==> src/rtl/eeprom_ctrl_if.sv <==
// rtl/eeprom_ctrl_if.sv - command and array-port signal bundle for eeprom_ctrl
interface eeprom_ctrl_if #(
    parameter int ADDR_W = 4,
    parameter int DATA_W = 16
);
    logic              req;
    logic [1:0]        op;
    logic [ADDR_W-1:0] addr;
    logic [DATA_W-1:0] wdata;
    logic              ready;
    logic              busy;
    logic [DATA_W-1:0] rd_data;
    logic              rd_valid;
    logic              done;
    logic              err;
    logic [ADDR_W-1:0] mem_addr;
    logic              mem_we;
    logic              mem_erase;
    logic [DATA_W-1:0] mem_wdata;
    logic [DATA_W-1:0] mem_rdata;

    // Requester plus array side: issues commands and returns array data.
    modport master (
        output req, op, addr, wdata, mem_rdata,
        input  ready, busy, rd_data, rd_valid, done, err,
        input  mem_addr, mem_we, mem_erase, mem_wdata
    );

    // Controller side.
    modport slave (
        input  req, op, addr, wdata, mem_rdata,
        output ready, busy, rd_data, rd_valid, done, err,
        output mem_addr, mem_we, mem_erase, mem_wdata
    );
endinterface

==> src/rtl/eeprom_ctrl.sv <==
// rtl/eeprom_ctrl.sv - erase/program/verify sequencer for a 16x16 EEPROM array
module eeprom_ctrl #(
    parameter int ADDR_W       = 4,
    parameter int DATA_W       = 16,
    parameter int ERASE_CYCLES = 4,
    parameter int PROG_CYCLES  = 8
) (
    input  logic         clk,
    input  logic         rst_n,
    eeprom_ctrl_if.slave bus
);
    localparam int CNT_MAX = (ERASE_CYCLES > PROG_CYCLES) ? ERASE_CYCLES : PROG_CYCLES;
    localparam int CNT_W   = $clog2(CNT_MAX + 1);

    typedef enum logic [2:0] {
        S_IDLE, S_ERASE, S_PROGRAM, S_VERIFY, S_READ, S_DONE
    } state_t;

    state_t            state_q, state_d;
    logic [CNT_W-1:0]  cnt_q, cnt_d;
    logic              is_write_q, is_write_d;
    logic [DATA_W-1:0] exp_q, exp_d;
    logic              err_next;

    logic              ready_q, ready_d;
    logic              busy_q, busy_d;
    logic [DATA_W-1:0] rd_data_q, rd_data_d;
    logic              rd_valid_q, rd_valid_d;
    logic              done_q, done_d;
    logic              err_q, err_d;
    logic [ADDR_W-1:0] mem_addr_q, mem_addr_d;
    logic              mem_we_q, mem_we_d;
    logic              mem_erase_q, mem_erase_d;
    logic [DATA_W-1:0] mem_wdata_q, mem_wdata_d;

    // State, phase timer, latched command and all registered outputs.
    always_ff @(posedge clk or negedge rst_n) begin
        if (!rst_n) begin
            state_q     <= S_IDLE;
            cnt_q       <= '0;
            is_write_q  <= 1'b0;
            exp_q       <= '0;
            ready_q     <= 1'b1;
            busy_q      <= 1'b0;
            rd_data_q   <= '0;
            rd_valid_q  <= 1'b0;
            done_q      <= 1'b0;
            err_q       <= 1'b0;
            mem_addr_q  <= '0;
            mem_we_q    <= 1'b0;
            mem_erase_q <= 1'b0;
            mem_wdata_q <= '0;
        end else begin
            state_q     <= state_d;
            cnt_q       <= cnt_d;
            is_write_q  <= is_write_d;
            exp_q       <= exp_d;
            ready_q     <= ready_d;
            busy_q      <= busy_d;
            rd_data_q   <= rd_data_d;
            rd_valid_q  <= rd_valid_d;
            done_q      <= done_d;
            err_q       <= err_d;
            mem_addr_q  <= mem_addr_d;
            mem_we_q    <= mem_we_d;
            mem_erase_q <= mem_erase_d;
            mem_wdata_q <= mem_wdata_d;
        end
    end

    // Next state: accept in IDLE, count down erase/program phases, verify, report.
    always_comb begin
        state_d    = state_q;
        cnt_d      = cnt_q;
        is_write_d = is_write_q;
        exp_d      = exp_q;
        err_next   = 1'b0;
        case (state_q)
            S_IDLE: begin
                if (bus.req) begin
                    is_write_d = (bus.op == 2'b01);
                    // Erase-only verifies against the erased value of zero.
                    exp_d      = (bus.op == 2'b01) ? bus.wdata : '0;
                    case (bus.op)
                        2'b00: state_d = S_READ;
                        2'b01, 2'b10: begin
                            state_d = S_ERASE;
                            cnt_d   = CNT_W'(ERASE_CYCLES - 1);
                        end
                        default: begin
                            state_d  = S_DONE;
                            err_next = 1'b1;
                        end
                    endcase
                end
            end
            S_ERASE: begin
                if (cnt_q == '0) begin
                    if (is_write_q) begin
                        state_d = S_PROGRAM;
                        cnt_d   = CNT_W'(PROG_CYCLES - 1);
                    end else begin
                        state_d = S_VERIFY;
                    end
                end else begin
                    cnt_d = cnt_q - CNT_W'(1);
                end
            end
            S_PROGRAM: begin
                if (cnt_q == '0) state_d = S_VERIFY;
                else             cnt_d   = cnt_q - CNT_W'(1);
            end
            S_VERIFY: begin
                state_d  = S_DONE;
                err_next = (bus.mem_rdata != exp_q);
            end
            S_READ:  state_d = S_DONE;
            S_DONE:  state_d = S_IDLE;
            default: state_d = S_IDLE;
        endcase
    end

    // Outputs are decoded from the upcoming state so every strobe is a flop.
    always_comb begin
        ready_d     = (state_d == S_IDLE);
        busy_d      = (state_d != S_IDLE);
        done_d      = (state_d == S_DONE);
        err_d       = err_next;
        rd_valid_d  = (state_q == S_READ);
        rd_data_d   = (state_q == S_READ) ? bus.mem_rdata : rd_data_q;
        mem_addr_d  = (state_q == S_IDLE && bus.req) ? bus.addr : mem_addr_q;
        mem_erase_d = (state_d == S_ERASE);
        mem_we_d    = (state_d == S_PROGRAM);
        mem_wdata_d = (state_d == S_PROGRAM) ? exp_d : '0;
    end

    assign bus.ready     = ready_q;
    assign bus.busy      = busy_q;
    assign bus.rd_data   = rd_data_q;
    assign bus.rd_valid  = rd_valid_q;
    assign bus.done      = done_q;
    assign bus.err       = err_q;
    assign bus.mem_addr  = mem_addr_q;
    assign bus.mem_we    = mem_we_q;
    assign bus.mem_erase = mem_erase_q;
    assign bus.mem_wdata = mem_wdata_q;
endmodule

==> src/flat_wrapper.sv <==
// flat-port wrapper written by rule: the top's interface ports become plain ports
module eeprom_ctrl_flat 
#(
    parameter int ADDR_W       = 4,
    parameter int DATA_W       = 16,
    parameter int ERASE_CYCLES = 4,
    parameter int PROG_CYCLES  = 8
)
  (clk, rst_n, bus_req, bus_op, bus_addr, bus_wdata, bus_mem_rdata, bus_ready, bus_busy, bus_rd_data, bus_rd_valid, bus_done, bus_err, bus_mem_addr, bus_mem_we, bus_mem_erase, bus_mem_wdata);
  eeprom_ctrl_if #(.ADDR_W(ADDR_W), .DATA_W(DATA_W)) bus_i ();
  input  logic clk;
  input  logic rst_n;
  input wire logic [$bits(bus_i.req)-1:0] bus_req;
  input wire logic [$bits(bus_i.op)-1:0] bus_op;
  input wire logic [$bits(bus_i.addr)-1:0] bus_addr;
  input wire logic [$bits(bus_i.wdata)-1:0] bus_wdata;
  input wire logic [$bits(bus_i.mem_rdata)-1:0] bus_mem_rdata;
  output wire logic [$bits(bus_i.ready)-1:0] bus_ready;
  output wire logic [$bits(bus_i.busy)-1:0] bus_busy;
  output wire logic [$bits(bus_i.rd_data)-1:0] bus_rd_data;
  output wire logic [$bits(bus_i.rd_valid)-1:0] bus_rd_valid;
  output wire logic [$bits(bus_i.done)-1:0] bus_done;
  output wire logic [$bits(bus_i.err)-1:0] bus_err;
  output wire logic [$bits(bus_i.mem_addr)-1:0] bus_mem_addr;
  output wire logic [$bits(bus_i.mem_we)-1:0] bus_mem_we;
  output wire logic [$bits(bus_i.mem_erase)-1:0] bus_mem_erase;
  output wire logic [$bits(bus_i.mem_wdata)-1:0] bus_mem_wdata;
  assign bus_i.req = bus_req;
  assign bus_i.op = bus_op;
  assign bus_i.addr = bus_addr;
  assign bus_i.wdata = bus_wdata;
  assign bus_i.mem_rdata = bus_mem_rdata;
  assign bus_ready = bus_i.ready;
  assign bus_busy = bus_i.busy;
  assign bus_rd_data = bus_i.rd_data;
  assign bus_rd_valid = bus_i.rd_valid;
  assign bus_done = bus_i.done;
  assign bus_err = bus_i.err;
  assign bus_mem_addr = bus_i.mem_addr;
  assign bus_mem_we = bus_i.mem_we;
  assign bus_mem_erase = bus_i.mem_erase;
  assign bus_mem_wdata = bus_i.mem_wdata;
  eeprom_ctrl #(.ADDR_W(ADDR_W), .DATA_W(DATA_W), .ERASE_CYCLES(ERASE_CYCLES), .PROG_CYCLES(PROG_CYCLES)) u_core (.clk(clk), .rst_n(rst_n), .bus(bus_i));
endmodule
==> config.mk <==
export PLATFORM = sky130hd
export DESIGN_NAME = eeprom_ctrl_flat
export DESIGN_NICKNAME = d
export VERILOG_FILES = /design/src/rtl/eeprom_ctrl_if.sv /design/src/rtl/eeprom_ctrl.sv /design/src/flat_wrapper.sv
export SDC_FILE = /design/constraint.sdc
export NUM_CORES = 1
export LEC_CHECK = 0
export ABC_AREA = 0
export CORE_MARGIN = 2
export CORE_UTILIZATION = 49
export CTS_BUF_LIST = sky130_fd_sc_hd__clkbuf_8
export CTS_CLUSTER_SIZE = 25
export DETAILED_ROUTE_END_ITERATION = 7
export PLACE_DENSITY = 0.82
export SYNTH_ARGS = -nofsm -noshare
export SYNTH_HDL_FRONTEND = slang
export SYNTH_SLANG_ARGS = --single-unit
==> constraint.sdc <==
create_clock -name clk -period 2.6 [get_ports clk]
set_clock_uncertainty 0.1 [all_clocks]
set_input_delay 0.26 -clock clk [delete_from_list [all_inputs] [get_ports clk]]
set_output_delay 0.26 -clock clk [all_outputs]
set_load 0.05 [all_outputs]
# After elaboration in Yosys (flattened, before gate mapping)
# Cells that the tools add are included.
[op_classes]
addsub = 1
eq_ne = 14
mux = 19
reduce_logical = 12
[op_table]
columns = ["op", "n"]
rows = [
  ["$mux W16", 4],
  ["$mux W4", 5],
  ["$ne A16 B16 Y1", 1],
  ["$pmux W3 S4", 1],
  ["$pmux W4 S3", 1],
  ["$eq A3 B2 Y1 const B", 3],
  ["$mux W3", 3],
  ["$eq A3 B1 Y1 const B", 2],
  ["$eq A3 B3 Y1 const B", 2],
  ["$logic_not A3 Y1", 2],
  ["$ne A2 B2 Y1 const B", 3],
  ["$pmux W3 S2", 1],
  ["$reduce_bool A3 Y1", 2],
  ["$reduce_and A5 Y1", 1],
  ["$logic_not A4 Y1", 1],
  ["$reduce_or A2 Y1", 2],
  ["$sub A4 B1 Y4 const B", 1],
  ["$mux W1", 3],
  ["$ne A3 B2 Y1 const B", 1],
  ["$reduce_or A3 Y1", 1],
  ["$eq A2 B1 Y1 const B", 1],
  ["$eq A2 B2 Y1 const B", 1],
  ["$logic_not A2 Y1", 1],
  ["$pmux W1 S2", 1],
  ["other kinds (2)", 2],
]
[totals]
ff_bits = 67
out_inout_bits = 43
elab_cells = 60

# Depth between registers and ports, before layout
[logic_depth]
word_depth = 7
depth_mapped = 8

# Worst setup path after synthesis
# OpenSTA, ideal clock, no wires.
[synth_path]
path_kind = "reg-to-reg"
startpoint = "register u_core.cnt_q[0]"
endpoint = "register u_core.busy_q (netlist: u_core.bus.busy)"
setup_ps = 131
t_arrival_ps = 1662
t_required_ps = 2369
slack_ps = 707
path_stages_with_launch = 7
path_buffers = 0
cell_sequence = "dfrtp_1 inv_1 ha_1 nor3b_2 a22o_1 a211o_1 or3_1"
[synth_via]
elab_chain_len = 4
elab_cells_between_ends = 5
[synth_rtl]
columns = ["item", "line_no", "text"]
rows = [
  ["start: declaration", "eeprom_ctrl.sv:20", "logic [CNT_W-1:0] cnt_q, cnt_d;"],
  ["start signal: assignment", "eeprom_ctrl.sv:55", "cnt_q <= cnt_d;"],
  ["$logic_not A4 Y1 (*)", "eeprom_ctrl.sv:98, eeprom_ctrl.sv:110", ""],
  ["$mux W3, on equally long branches", "eeprom_ctrl.sv:110, eeprom_ctrl.sv:98", ""],
  ["$pmux W3 S4 (*)", "eeprom_ctrl.sv:78", "case (state_q)"],
  ["named net u_core.state_d[0]", "eeprom_ctrl.sv:19", "state_t state_q, state_d;"],
  ["$reduce_bool A3 Y1 (*)", "eeprom_ctrl.sv:126", "busy_d = (state_d != S_IDLE);"],
  ["named net u_core.busy_d", "eeprom_ctrl.sv:26", "logic busy_q, busy_d;"],
  ["end signal: assignment", "eeprom_ctrl.sv:59", "busy_q <= busy_d;"],
  ["end: declaration", "eeprom_ctrl.sv:26", ""],
]
# Mark *: on every way through the listed nets, which the timed path passes. The rest lies on a longest branch.
# A chain may end at the register's enable or synchronous reset.

# Final worst setup path
[layout_path]
startpoint = "register u_core.cnt_q[0]"
endpoint = "register u_core.mem_wdata_q[14] (netlist: u_core.bus.mem_wdata[14])"
[layout_via]
elab_chain_len = 5
elab_cells_between_ends = 6
[layout_rtl]
columns = ["item", "line_no", "text"]
rows = [
  ["$logic_not A4 Y1 (*)", "eeprom_ctrl.sv:98, eeprom_ctrl.sv:110", ""],
  ["$mux W3, on equally long branches", "eeprom_ctrl.sv:110, eeprom_ctrl.sv:98", ""],
  ["$pmux W3 S4 (*)", "eeprom_ctrl.sv:78", ""],
  ["$eq A3 B2 Y1 (*)", "eeprom_ctrl.sv:134", "mem_wdata_d = (state_d == S_PROGRAM) ? exp_d : '0;"],
  ["$mux W16 (*)", "eeprom_ctrl.sv:134", ""],
  ["named net u_core.mem_wdata_d[14]", "eeprom_ctrl.sv:34", "logic [DATA_W-1:0] mem_wdata_q, mem_wdata_d;"],
  ["end signal: assignment", "eeprom_ctrl.sv:67", "mem_wdata_q <= mem_wdata_d;"],
  ["end: declaration", "eeprom_ctrl.sv:34", ""],
]
# Marks and branches as above.

==> results.sh <==
export IMPL_placedCellCount=403
export IMPL_synth_area_sq_um=2865
export IMPL_grtUsageTotal=0.2269
export IMPL_arrival_ps=2240
export IMPL_reg2reg_from="u_core.cnt_q[0]"
export IMPL_cts_tree="yes"
export IMPL_routedWlPerCell_um=15.90
export IMPL_cp_max_fo=17
export IMPL_status="completed"
export IMPL_layout_drive_gt1_share=0.1268
export IMPL_h_tree_depth=3
export IMPL_finalSetupViolCount=0
export IMPL_grt_antenna_before_repair=0
export IMPL_powerDensity_nw_per_um2=1152
export IMPL_drc=0
export IMPL_hold_viol=0
export IMPL_dieHeight_um=80.47
export IMPL_clockBufferDepth=2
export IMPL_num_rows=27
export IMPL_route_antenna_remaining_nets=0
export IMPL_reg2reg_depth=6
export IMPL_fill_cells=413
export IMPL_timing_hold_ws_ps=348.1
export IMPL_layout_min_cycle_time_ps=2082
export IMPL_clk_pin_slew_ps=70
export IMPL_worstSetupPathType="register to register"
export IMPL_drtIter0Drc=84
export IMPL_cts_buffers=9
export IMPL_worstHoldPathCells=3
export IMPL_ys_seq_area_frac=0.5856
export IMPL_grt_max_degree=40
export IMPL_stdcell_count=419
export IMPL_viasPerCell=5.298
export IMPL_critical_path_cell_chain="inv_1 -> ha_1 -> nor3b_2 -> nand3_1 -> a211o_2 -> a21oi_1"
export IMPL_synth_top_area_cell="dfrtp_1"
export IMPL_slew_headroom=0.5550
export IMPL_ys_types=41
export IMPL_place_detailed_hpwl_um=4675
export IMPL_max_stage_delay_ps=470
export IMPL_clock_sinks=67
export IMPL_cts_root_buf="clkbuf_8"
export IMPL_synth_warnings=0
export IMPL_yosysTopAreaCellShare=0.5764
export IMPL_grt_pass1_wl_um=10780
export IMPL_path_delay_family="compound AO/OA/AOI/OAI gates"
export IMPL_r2r_setup_slack_ps=520
export IMPL_antennaDiodeCount=0
export IMPL_grt_pass1_vias=2308
export IMPL_syn_nets=301
export IMPL_rsz0062_at_grt="false"
export IMPL_syn_area_per_cell_sq_um=11.19
export IMPL_grt_overflow=0
export IMPL_worst_pin_slew_ps=667.4
export IMPL_routed_wl_um=6662
export IMPL_worst_ep_required_time_ps=2760
export IMPL_via_count=2220
export IMPL_final_util=0.7068
export IMPL_die_area_sq_um=6475
export IMPL_setup_tns_ps=0
export IMPL_core_area_sq_um=5574
export IMPL_dr_pass1_iters=4
export IMPL_clkLatencyLatePin_ps=340
export IMPL_fin_crit_sh=0.8007
export IMPL_hold_end="u_core.bus.mem_addr[3]"
export IMPL_p_leak_nw=1.758
export IMPL_io_buffers=83
export IMPL_cp_depth=6
export IMPL_critPathBufInv=1
export IMPL_slowest_stage="a211o_2"
export IMPL_clock_fmax_mhz=480.4
export IMPL_hold_class="input pin to register"
export IMPL_ioPinCount=84
export IMPL_gp_congestion=0.8186
export IMPL_start_util=0.5140
export IMPL_r2r_end="u_core.bus.mem_wdata[14]"
export IMPL_ys_ff_latch=67
export IMPL_syn_inst=256
export IMPL_ir_worst_vdd_uv=737.4
export IMPL_endpoint_kind="register"
export IMPL_finalMaxSlewViolations=0
export IMPL_synthTopCellsByArea="dfrtp_1 58%, nand2_1 6.6%, mux2_2 6.3%"
export IMPL_hold_start="bus_addr[3]"
export IMPL_cap_violations=0
export IMPL_area_growth_pct=37.51
export IMPL_fp_dieW_um=80.47
export IMPL_nNetsFinal=388
export IMPL_start_kind="register"
cell type report:
class                      instances  area (sq um)  share of cell area
clock inverter                     6         58.81             0.01493
timing repair buffer              89         885.9              0.2248
multi-input combinational        166          1066              0.2706
tap                               72         90.09             0.02286
sequential                        67          1678              0.4258
clock buffer                       9         123.9             0.03144
inverter                          10         37.54            0.009527
sequential cells by signal (all words and copies together) (netlist names), 3 cells and up:
name                  flops
u_core.bus.mem_wdata     16
u_core.exp_q             16
u_core.state_q            3
u_core.bus.rd_data       16
u_core.cnt_q              4
u_core.bus.mem_addr       4
per-layer routing:
metal / vias to the layer above / part of all wire / track usage / wire (um)
met3: 17 / 0.076 / 0.06292 / 503
li1: 1050 / - / - / -
met1: 1061 / 0.42 / 0.2846 / 2825
met4: 0 / 0.024 / 0.1220 / 159
met5: - / 0 / 0 / 0
met2: 92 / 0.48 / 0.3567 / 3173
tightest hold or removal path, delay by kind of cell:
| family | cells | cell delay [ps] |
|---|---|---|
| buf+inv | 1 | 390 |
| simple gates | 2 | 100 |
cell usage after synthesis, drive strengths merged:
library cell	instances
dfrtp	66
nand2	50
a21oi	20
nand3	17
mux2	16
xnor2	16
buf	10
inv	10
nand4	6
nor2	5
ha	4
a211oi	3
clkbuf	3
o211ai	3
a211o	2
nor2b	2
nor3b	2
nor4	2
o31ai	2
a21boi	1
a22o	1
a31oi	1
and2	1
dfstp	1
nand2b	1
nand4bb	1
nor3	1
nor4b	1
o21ai	1
o22a	1
o2bb2ai	1
o311ai	1
or2	1
or3	1
or3b	1
or4b	1
placed cells by master (no fill, tap or decap), types with 2 or more instances in the layout:
cell type	n
o31ai_1	2
a211oi_1	3
clkdlybuf4s50_1	82
nand3_1	17
clkbuf_8	9
o211ai_1	3
ha_1	4
nand4_1	6
inv_1	11
nor2_4	2
clkinv_2	2
xnor2_1	16
mux2_2	16
nand2_1	50
clkinvlp_4	2
buf_4	4
a21oi_1	20
dfrtp_1	66
nor4_1	2
nor3b_2	2
nor2b_1	2
nor2_1	3
cell families after synthesis:
logic type | Yosys count | synth area share
AOI/OAI and AO/OA | 37 | 0.08123
xor gates and xnor gates | 16 | 0.04891
adders and majority gates | 4 | 0.01747
buffers and inverters | 23 | 0.04236
DFF | 67 | 0.5856
muxes | 16 | 0.06288
and+or+nand+nor | 93 | 0.1616
through the flow:
step | area, sq um | setup slack (ps) | power [mW]
3_3_place_gp | 3747 | 416.4 | 3.685
5_1_grt | 3940 | 356.1 | 4.786
2_1_floorplan | 2865 | 707.2 | 3.072
6_report | 3940 | 518.2 | 4.540
3_5_place_dp | 3747 | 295.5 | 3.748
4_1_cts | 3940 | 518.2 | 4.569
worst max-delay path by stage:
stage / to / slack (ps) / start
after floorplan: u_core.bus.busy / 710 / u_core.cnt_q[0]
after global placement: u_core.cnt_q[2] / 420 / bus_op[0]
after global routing: u_core.bus.mem_wdata[14] / 360 / u_core.cnt_q[0]
after detailed placement: u_core.cnt_q[2] / 300 / bus_op[0]
after CTS: u_core.bus.mem_wdata[14] / 520 / u_core.cnt_q[0]
final: u_core.bus.mem_wdata[14] / 520 / u_core.cnt_q[0]
power breakdown:
group	total, mW	internal, mW	switching (mW)
clock	0.814	0.430	0.384
combinational	2.09	0.794	1.29
sequential	1.64	1.39	0.244
total	4.54	2.62	1.92
repair_timing:
item                       in CTS  in global routing
gates resized for setup         0                  0
hold buffers                    1                  0
setup endpoints to repair       0                  0
hold endpoints to repair       28                  0
setup buffers                   0                  0
(Power assumes the default switching activity.)
